## config.mk

```make
export PLATFORM = sky130hd
export DESIGN_NAME = sd_burst_arbiter
export DESIGN_NICKNAME = d
export VERILOG_FILES = /design/src/rtl/sd_arb_pkg.sv /design/src/rtl/sd_ring_addr.sv /design/src/rtl/sd_burst_arbiter.sv
export SDC_FILE = /design/constraint.sdc
export NUM_CORES = 1
export LEC_CHECK = 0
export CORE_ASPECT_RATIO = 0.9
export CORE_MARGIN = 1
export CORE_UTILIZATION = 42
export DETAILED_ROUTE_END_ITERATION = 10
export GPL_TIMING_DRIVEN = 0
export PLACE_DENSITY = 0.66
export SLEW_MARGIN = 10
export SYNTH_ARGS = -nofsm -noshare
export SYNTH_HDL_FRONTEND = slang
export SYNTH_SLANG_ARGS = --single-unit
```

## constraint.sdc

```tcl
create_clock -name clk -period 2.5 [get_ports clk]
set_input_delay 0.25 -clock clk [delete_from_list [all_inputs] [get_ports clk]]
set_output_delay 0.25 -clock clk [all_outputs]
set_load 0.05 [all_outputs]
```

## src/rtl/sd_arb_pkg.sv

```systemverilog
// rtl/sd_arb_pkg.sv - shared state encoding, grant constants and clog2 helper for the SDRAM burst arbiter
package sd_arb_pkg;

  typedef enum logic [2:0] {FLUSH, WAIT_BUSY, IDLE, ISSUE, RUN} state_t;

  localparam logic GNT_WR = 1'b1;
  localparam logic GNT_RD = 1'b0;

  function automatic int clog2(input int value);
    int r;
    r = 0;
    while ((1 << r) < value) r++;
    return r;
  endfunction

endpackage

```

## src/rtl/sd_ring_addr.sv

```systemverilog
// rtl/sd_ring_addr.sv - BURST_LEN-step ring address counter wrapping at BASE_ADDR+FRAME_WORDS
module sd_ring_addr #(
  parameter int ADDR_WIDTH  = 24,
  parameter int BURST_LEN   = 64,
  parameter int BASE_ADDR   = 0,
  parameter int FRAME_WORDS = 1048576
) (
  input  logic                  clk,
  input  logic                  rst,
  input  logic                  clear,
  input  logic                  step,
  output logic [ADDR_WIDTH-1:0] addr
);

  localparam logic [ADDR_WIDTH:0]   STEP = (ADDR_WIDTH+1)'(BURST_LEN);
  localparam logic [ADDR_WIDTH:0]   WRAP = (ADDR_WIDTH+1)'(BASE_ADDR + FRAME_WORDS);
  localparam logic [ADDR_WIDTH-1:0] BASE = ADDR_WIDTH'(BASE_ADDR);

  // One extra bit so the ring end compares correctly when it equals 2**ADDR_WIDTH
  logic [ADDR_WIDTH:0] next_addr;
  assign next_addr = {1'b0, addr} + STEP;

  always_ff @(posedge clk) begin
    if (rst || clear) addr <= BASE;
    else if (step)    addr <= (next_addr == WRAP) ? BASE : next_addr[ADDR_WIDTH-1:0];
  end

endmodule

```

## src/rtl/sd_burst_arbiter.sv

```systemverilog
// rtl/sd_burst_arbiter.sv - write/read SDRAM burst scheduler with ring fill tracking and FIFO flush sequencing
// SD_ARB_FIXED_PRIO_EN: when defined, write always wins ties instead of round-robin.
module sd_burst_arbiter
  import sd_arb_pkg::*;
#(
  parameter int ADDR_WIDTH     = 24,
  parameter int BURST_LEN      = 64,
  parameter int WR_COUNT_WIDTH = 10,
  parameter int RD_COUNT_WIDTH = 10,
  parameter int RD_DEPTH       = 1024,
  parameter int BASE_ADDR      = 0,
  parameter int FRAME_WORDS    = 1048576,
  parameter int RST_CYCLES     = 16
) (
  input  logic                      clk,
  input  logic                      rst,
  input  logic                      frame_start,
  output logic                      fifo_reset,
  input  logic                      fifo_busy,
  input  logic [WR_COUNT_WIDTH-1:0] wfifo_usedw,
  input  logic [RD_COUNT_WIDTH-1:0] rfifo_usedw,
  input  logic                      rd_enable,
  output logic                      cmd_valid,
  input  logic                      cmd_ready,
  output logic                      cmd_write,
  output logic [ADDR_WIDTH-1:0]     cmd_addr,
  output logic [clog2(BURST_LEN):0] cmd_len,
  input  logic                      burst_done,
  output logic                      busy
);

  localparam int LEN_W = clog2(BURST_LEN) + 1;
  localparam int CNT_W = clog2(RST_CYCLES) + 1;
  localparam logic [ADDR_WIDTH:0]     FILL_STEP   = (ADDR_WIDTH+1)'(BURST_LEN);
  localparam logic [ADDR_WIDTH:0]     FILL_WR_MAX = (ADDR_WIDTH+1)'(FRAME_WORDS - BURST_LEN);
  localparam logic [WR_COUNT_WIDTH:0] WR_MIN      = (WR_COUNT_WIDTH+1)'(BURST_LEN);
  localparam logic [RD_COUNT_WIDTH:0] RD_MAX      = (RD_COUNT_WIDTH+1)'(RD_DEPTH - BURST_LEN);
  localparam logic [CNT_W-1:0]        CNT_LAST    = CNT_W'(RST_CYCLES - 1);
  localparam logic [ADDR_WIDTH-1:0]   BASE        = ADDR_WIDTH'(BASE_ADDR);

  state_t                state;
  logic [CNT_W-1:0]      flush_cnt;
  logic                  flush_pend;
  logic [ADDR_WIDTH:0]   fill;
  logic [ADDR_WIDTH-1:0] wr_addr, rd_addr;
  logic                  wr_elig, rd_elig, grant_wr, accept, ring_clear;

  assign cmd_len    = LEN_W'(BURST_LEN);
  assign accept     = (state == ISSUE) && cmd_ready;
  assign ring_clear = (state == FLUSH);

  assign wr_elig = ({1'b0, wfifo_usedw} >= WR_MIN) && (fill <= FILL_WR_MAX);
  assign rd_elig = rd_enable && (fill >= FILL_STEP) && ({1'b0, rfifo_usedw} <= RD_MAX);

`ifdef SD_ARB_FIXED_PRIO_EN
  assign grant_wr = wr_elig;
`else
  // Remembers the last accepted direction; reset to read so write takes the first tie
  logic last_gnt;
  assign grant_wr = wr_elig && (!rd_elig || last_gnt == GNT_RD);

  always_ff @(posedge clk) begin
    if (rst)         last_gnt <= GNT_RD;
    else if (accept) last_gnt <= cmd_write ? GNT_WR : GNT_RD;
  end
`endif

  always_ff @(posedge clk) begin
    if (rst || ring_clear) fill <= '0;
    else if (accept)       fill <= cmd_write ? fill + FILL_STEP : fill - FILL_STEP;
  end

  sd_ring_addr #(
    .ADDR_WIDTH(ADDR_WIDTH), .BURST_LEN(BURST_LEN),
    .BASE_ADDR(BASE_ADDR), .FRAME_WORDS(FRAME_WORDS)
  ) u_wr_addr (
    .clk(clk), .rst(rst), .clear(ring_clear), .step(accept && cmd_write), .addr(wr_addr)
  );

  sd_ring_addr #(
    .ADDR_WIDTH(ADDR_WIDTH), .BURST_LEN(BURST_LEN),
    .BASE_ADDR(BASE_ADDR), .FRAME_WORDS(FRAME_WORDS)
  ) u_rd_addr (
    .clk(clk), .rst(rst), .clear(ring_clear), .step(accept && !cmd_write), .addr(rd_addr)
  );

  always_ff @(posedge clk) begin
    if (rst) begin
      state      <= FLUSH;
      flush_cnt  <= '0;
      flush_pend <= 1'b0;
      fifo_reset <= 1'b1;
      cmd_valid  <= 1'b0;
      cmd_write  <= 1'b0;
      cmd_addr   <= BASE;
      busy       <= 1'b1;
    end else begin
      case (state)
        FLUSH: begin
          flush_pend <= 1'b0;
          if (flush_cnt == CNT_LAST) begin
            state      <= WAIT_BUSY;
            fifo_reset <= 1'b0;
            flush_cnt  <= '0;
          end else begin
            flush_cnt <= flush_cnt + 1'b1;
          end
        end
        WAIT_BUSY: begin
          if (frame_start) begin
            state      <= FLUSH;
            fifo_reset <= 1'b1;
          end else if (!fifo_busy) begin
            state <= IDLE;
            busy  <= 1'b0;
          end
        end
        IDLE: begin
          if (frame_start) begin
            state      <= FLUSH;
            fifo_reset <= 1'b1;
            busy       <= 1'b1;
          end else if (wr_elig || rd_elig) begin
            state     <= ISSUE;
            cmd_valid <= 1'b1;
            cmd_write <= grant_wr;
            cmd_addr  <= grant_wr ? wr_addr : rd_addr;
            busy      <= 1'b1;
          end
        end
        ISSUE: begin
          // A pending command is never dropped; a frame start waits for its burst to finish
          if (frame_start) flush_pend <= 1'b1;
          if (cmd_ready) begin
            state     <= RUN;
            cmd_valid <= 1'b0;
          end
        end
        RUN: begin
          if (burst_done) begin
            if (flush_pend || frame_start) begin
              state      <= FLUSH;
              fifo_reset <= 1'b1;
            end else begin
              state <= IDLE;
              busy  <= 1'b0;
            end
          end else if (frame_start) begin
            flush_pend <= 1'b1;
          end
        end
        default: state <= FLUSH;
      endcase
    end
  end

endmodule

```

==> results of run 1 <==
==> final cells by class <==
class | instances | area (µm²)
fillers | 1156 | 5483
clock buffers | 12 | 256.5
well taps | 156 | 195.2
repair buffers | 44 | 432.9
flip-flops and latches | 87 | 1742
clock inverters | 4 | 20.02
inverters | 9 | 33.78
multi-input cells | 484 | 2994
plain buffers | 53 | 277.8
==> worst max-delay path: stages (launching register included) <==
cell	delay (ps)
dfxtp_1	370
or4_4	590
nor3_4	240
a311oi_2	180
a211o_1	310
buf_2	180
buf_6	160
o22ai_1	150
nor3_1	80
==> report_power, final <==
part | internal (mW) | switching, mW | total (mW) | leakage, nW
sequential | 1.42 | 0.0268 | 1.45 | 0.702
combinational | 0.148 | 0.270 | 0.418 | 1.20
clock | 0.721 | 0.539 | 1.26 | 0.142
==> cells in the mapped netlist, types with 9 or more instances <==
cell type,n
and3_1,14
buf_4,13
nor2b_1,16
inv_1,9
clkbuf_1,37
o22ai_1,16
dfxtp_1,87
nor3_1,40
nor4_1,15
or3_1,13
o21ai_0,21
a21oi_1,33
nand4_1,25
nor2_1,76
nand2_1,41
xor2_1,22
nand3_1,17
mux2i_1,9
xnor2_1,34
==> flip-flops by register name, summed over array words and instances (netlist names) <==
register and flops:
flush_cnt 5, cmd_addr 18, fill 19, cmd_write 1
u_rd_addr.addr 18, state 3, fifo_reset 1, cmd_valid 1
flush_pend 1, last_gnt 1, busy 1, u_wr_addr.addr 18
==> worst paths after layout <==
check	from	endpoint	slack (ps)	depth (start not counted)
max	fill[14]$_SDFFE_PP0P_	cmd_addr[20]$_SDFFE_PP0P_	90	8
min	rst	state[1]$_SDFFE_PP0P_	370	2
max reg2reg	fill[14]$_SDFFE_PP0P_	cmd_addr[20]$_SDFFE_PP0P_	90	8
min reg2reg	flush_cnt[4]$_SDFFE_PP0P_	flush_cnt[4]$_SDFFE_PP0P_	450	2
==> metrics by stage <==
| stage | worst slack, ps | std cells |
|---|---|---|
| global placement | -361.1 | 833 |
| global route | -2.461 | 849 |
| CTS | 11.00 | 849 |
| detailed placement | -323.7 | 833 |
| finish | 92.79 | 849 |
| floorplan | 272.0 | 636 |
==> layer usage <==
| metal | routed length [µm] | track usage (%) | up-vias |
|---|---|---|---|
| li1 | - | - | 2323 |
| met1 | 6268 | 33.12 | 2279 |
| met2 | 6042 | 34.44 | 185 |
| met3 | 1030 | 5.394 | 23 |
| met4 | 223 | 6.136 | 0 |
| met5 | 0 | 0 | - |
==> timing repair <==
item | CTS | global route
setup endpoints to repair | 32 | 24
gates resized for setup | 5 | 16
setup buffers | 0 | 3
hold endpoints to repair | 0 | 0
pin swaps | 0 | 3
hold buffers | 0 | 0
==> kinds of logic after synthesis <==
logic type | synth area share, %
AO/OA/AOI/OAI | 12.57
XOR/XNOR | 9.957
adder cells (fa/ha/maj) | 1.524
buffers and inverters | 6.477
flip-flops | 35.36
multiplexers | 1.829
other | 0.1525
AND/OR/NAND/NOR | 32.13
==> impl_metrics.tcl, run 1 <==
set metrics [dict create \
    outcome "finished clean" \
    maxCapViolations 0 \
    yosys.area.top_type "dfxtp_1" \
    synthArstFlopShare_pct 0 \
    first_global_vias 4284 \
    h-tree-depth 3 \
    finalInstanceArea_um2 5952 \
    synthTopCellsByArea "dfxtp_1 (35%), xnor2_1 (6.0%), nor2_1 (5.8%), nor3_1 (4.1%), xor2_1 (3.9%)" \
    grt-ovfl-total 0 \
    leakage_nw 2.049 \
    routed_wl_mm 13.57 \
    critical_path_required_ps 2700 \
    syn2layout_area_growth_pct 20.83 \
    row_count 37 \
    ys_types 59 \
    insertion_delay_ps 350 \
    placed_area_um2 5573 \
    io_buffers 41 \
    period_share_pct 96.29 \
    die_width_um 116.2 \
    core_um2 11430 \
    holdCritPathClass "in2reg" \
    place.gp.congestion 0.9220 \
    hpwl_mm 9.884 \
    setup_viol 0 \
    tightest_slew_ps 774.9 \
    clock_tree.root_cell "clkbuf_16" \
    drt_iter0_drc 409 \
    diodes 0 \
    synth-edff-count 0 \
    path_clk_slew_ps 60 \
    ys_seq_elements 87 \
    post-route-util_pct 52.05 \
    grt_usage_pct 23.11 \
    hold_slack_ps 366.5 \
    drc_errors 0 \
    skew_ps 6.935 \
    power_density_nw_per_um2 524.8 \
    viasPerCell 5.665 \
    final-max-slew-violation-count 0 \
    cts_made_buffers 9 \
    netlist_area_um2 4926 \
    grt_max_degree 14 \
    syn-instance-count 625 \
    syn_area_per_cell_um2 7.882 \
    crit_path_end_kind "flip-flop" \
    slew_headroom_pct 48.34 \
    final_hold_viol_count 0 \
    die_y_um 104.7 \
    finalSetupTns_ps 0 \
    power_mw 3.124 \
    cts_buffer_depth 2 \
    grt_pass1_wl_mm 21.82 \
    routed-via-count 4810 \
    layout_min_cycle_time_ps 2407 \
    critPathMaxFanout 10 \
    nets 721 \
    ys_seq_area_share_pct 35.36 \
    antenna_found_initial 0 \
    routedWlPerCell_um 15.98 \
    drive_gt1_share_pct 9.380 \
    cts_tree "yes" \
    mostFrequentLayoutCell "dfxtp_1" \
    crit_type "reg2reg" \
    cts_sinks 87 \
    synth_top_area_share_pct 35.36 \
    drtPass1Iterations 5 \
    ys.flop_type "dfxtp_1" \
    io_pins 62 \
    synth_warnings 0 \
    cp-start-kind "flip-flop" \
    final_cell_mix "dfxtp_1 (87), nor2_1 (75), nand2_1 (41), clkdlybuf4s50_1 (41), nor3_1 (37)" \
    ant_nets 0 \
    crit_arrival_ps 2610 \
    ir_drop_v 0.0003423 \
    dieArea_um2 12170 \
    initial_utilization_pct 43.08 \
    fmax_ghz 0.4154 \
]
Note: power is estimated with default switching activity, not from simulation.
==> inputs of run 2 (changes only) <==
--- a/config.mk
+++ b/config.mk
@@ -10,7 +10,7 @@
 export CORE_UTILIZATION = 42
 export DETAILED_ROUTE_END_ITERATION = 10
 export GPL_TIMING_DRIVEN = 0
-export PLACE_DENSITY = 0.66
+export PLACE_DENSITY_LB_ADDON = 0.25
 export SLEW_MARGIN = 10
 export SYNTH_ARGS = -nofsm -noshare
 export SYNTH_HDL_FRONTEND = slang
==> impl_metrics.tcl, run 2 (same netlist as run 1, synthesis figures left out) <==
set metrics [dict create \
    cts_tree "yes" \
    diodes 0 \
    grt_max_degree 14 \
    critical_path_required_ps 2700 \
    skew_ps 8.397 \
    ir_drop_v 0.0003079 \
    largest_reg_flops 19 \
    hpwl_mm 9.860 \
    routedWlPerCell_um 15.96 \
    dp_cells 833 \
    layout_min_cycle_time_ps 2390 \
    place.gp.congestion 0.9001 \
    hold_slack_ps 369.2 \
    die_y_um 104.7 \
    core_um2 11430 \
    insertion_delay_ps 340 \
    grt_pass1_wl_mm 22.05 \
    final_hold_viol_count 0 \
    row_count 37 \
    crit_path_end_kind "flip-flop" \
    fmax_ghz 0.4185 \
    path_clk_slew_ps 60 \
    fin_cells 849 \
    ant_nets 0 \
    io_pins 62 \
    tightest_slew_ps 660.3 \
    clock_tree.root_cell "clkbuf_16" \
    cp-start-kind "flip-flop" \
    crit_arrival_ps 2590 \
    die_width_um 116.2 \
    holdCritPathClass "in2reg" \
    final_cell_mix "dfxtp_1 (86), nor2_1 (75), nand2_1 (41), clkdlybuf4s50_1 (41), nor3_1 (37)" \
    power_mw 3.211 \
    finalWorstSetupSlack_ps 110.4 \
    mostFrequentLayoutCell "dfxtp_1" \
    slew_headroom_pct 55.58 \
    cts_buffer_depth 2 \
    grt_usage_pct 22.94 \
    cts_hold_buf 0 \
    crit_type "reg2reg" \
    cts_sinks 87 \
    viasPerCell 5.612 \
    cts_made_buffers 9 \
    first_global_vias 4383 \
    dieArea_um2 12170 \
    drive_gt1_share_pct 10.10 \
    leakage_nw 2.054 \
    maxCapViolations 0 \
    period_share_pct 95.59 \
    routed_wl_mm 13.55 \
    final-max-slew-violation-count 0 \
    critPathMaxFanout 10 \
    grt-ovfl-total 0 \
    top_register "fill" \
    routed-via-count 4765 \
    drt_iter0_drc 374 \
    io_buffers 41 \
    h-tree-depth 3 \
    drc_errors 0 \
    initial_utilization_pct 43.08 \
    antenna_found_initial 0 \
    dp_slack_ps -363.3 \
    syn2layout_area_growth_pct 21.54 \
    nets 722 \
    drtPass1Iterations 5 \
    power_density_nw_per_um2 536.3 \
    setup_viol 0 \
    fillers 1113 \
    outcome "finished clean" \
]
[run 2: stage by stage]
step / util, % / instance area, µm² / TNS, ps
finish: 52.36 / 5987 / 0
CTS: 51.52 / 5891 / 0
global placement: 48.74 / 5573 / -2030
floorplan: - / 4967 / 0
global route: 52.36 / 5987 / -4.897
detailed placement: 48.74 / 5573 / -2608
[run 2: final cells by class]
cell class | instances | area, µm² | share of cell area (%)
buffer | 53 | 280.3 | 4.681
clock buffer | 11 | 252.7 | 4.222
clock inverter | 4 | 45.04 | 0.7524
inverter | 9 | 33.78 | 0.5643
multi-input combinational | 484 | 2997 | 50.05
sequential | 87 | 1743 | 29.11
tap | 156 | 195.2 | 3.260
timing repair buffer | 45 | 440.4 | 7.356
[run 2: power breakdown]
part / total [mW] / internal, mW / leakage (nW) / switching (mW)
Clock: 1.35 / 0.817 / 0.151 / 0.528
Sequential: 1.45 / 1.42 / 0.702 / 0.0276
Combinational: 0.419 / 0.150 / 1.20 / 0.269
[run 2: worst max-delay path: stages (launching register included)]
cell	delay (ps)
dfxtp_1	370
or4_4	570
nor3_4	270
a311oi_2	160
a211o_1	300
buf_2	180
buf_6	160
o22ai_1	160
nor3_1	80
[run 2: worst paths after layout]
path                                  start                   endpoint  slack (ps)  cells past startpoint
setup reg to reg      fill[15]$_SDFFE_PP0P_  cmd_addr[14]$_SDFFE_PP0P_         110                      8
hold / removal                          rst      state[1]$_SDFFE_PP0P_         370                      2
hold reg to reg   flush_cnt[4]$_SDFFE_PP0P_  flush_cnt[4]$_SDFFE_PP0P_         460                      2
setup / recovery      fill[15]$_SDFFE_PP0P_  cmd_addr[14]$_SDFFE_PP0P_         110                      8
[run 2: metal layers]
metal / global-route usage [%] / up-vias / wire length (µm)
met1: 32.53 / 2245 / 6343
met3: 4.698 / 15 / 883
met2: 35.67 / 171 / 6161
li1: - / 2334 / -
met4: 4.762 / 0 / 165
met5: 0 / - / 0
[run 2: what timing repair did]
item,4_1_cts,5_1_grt
endpoints found under the setup margin,18,26
resized for setup,6,21
pin swaps,0,4
setup buffers,0,4
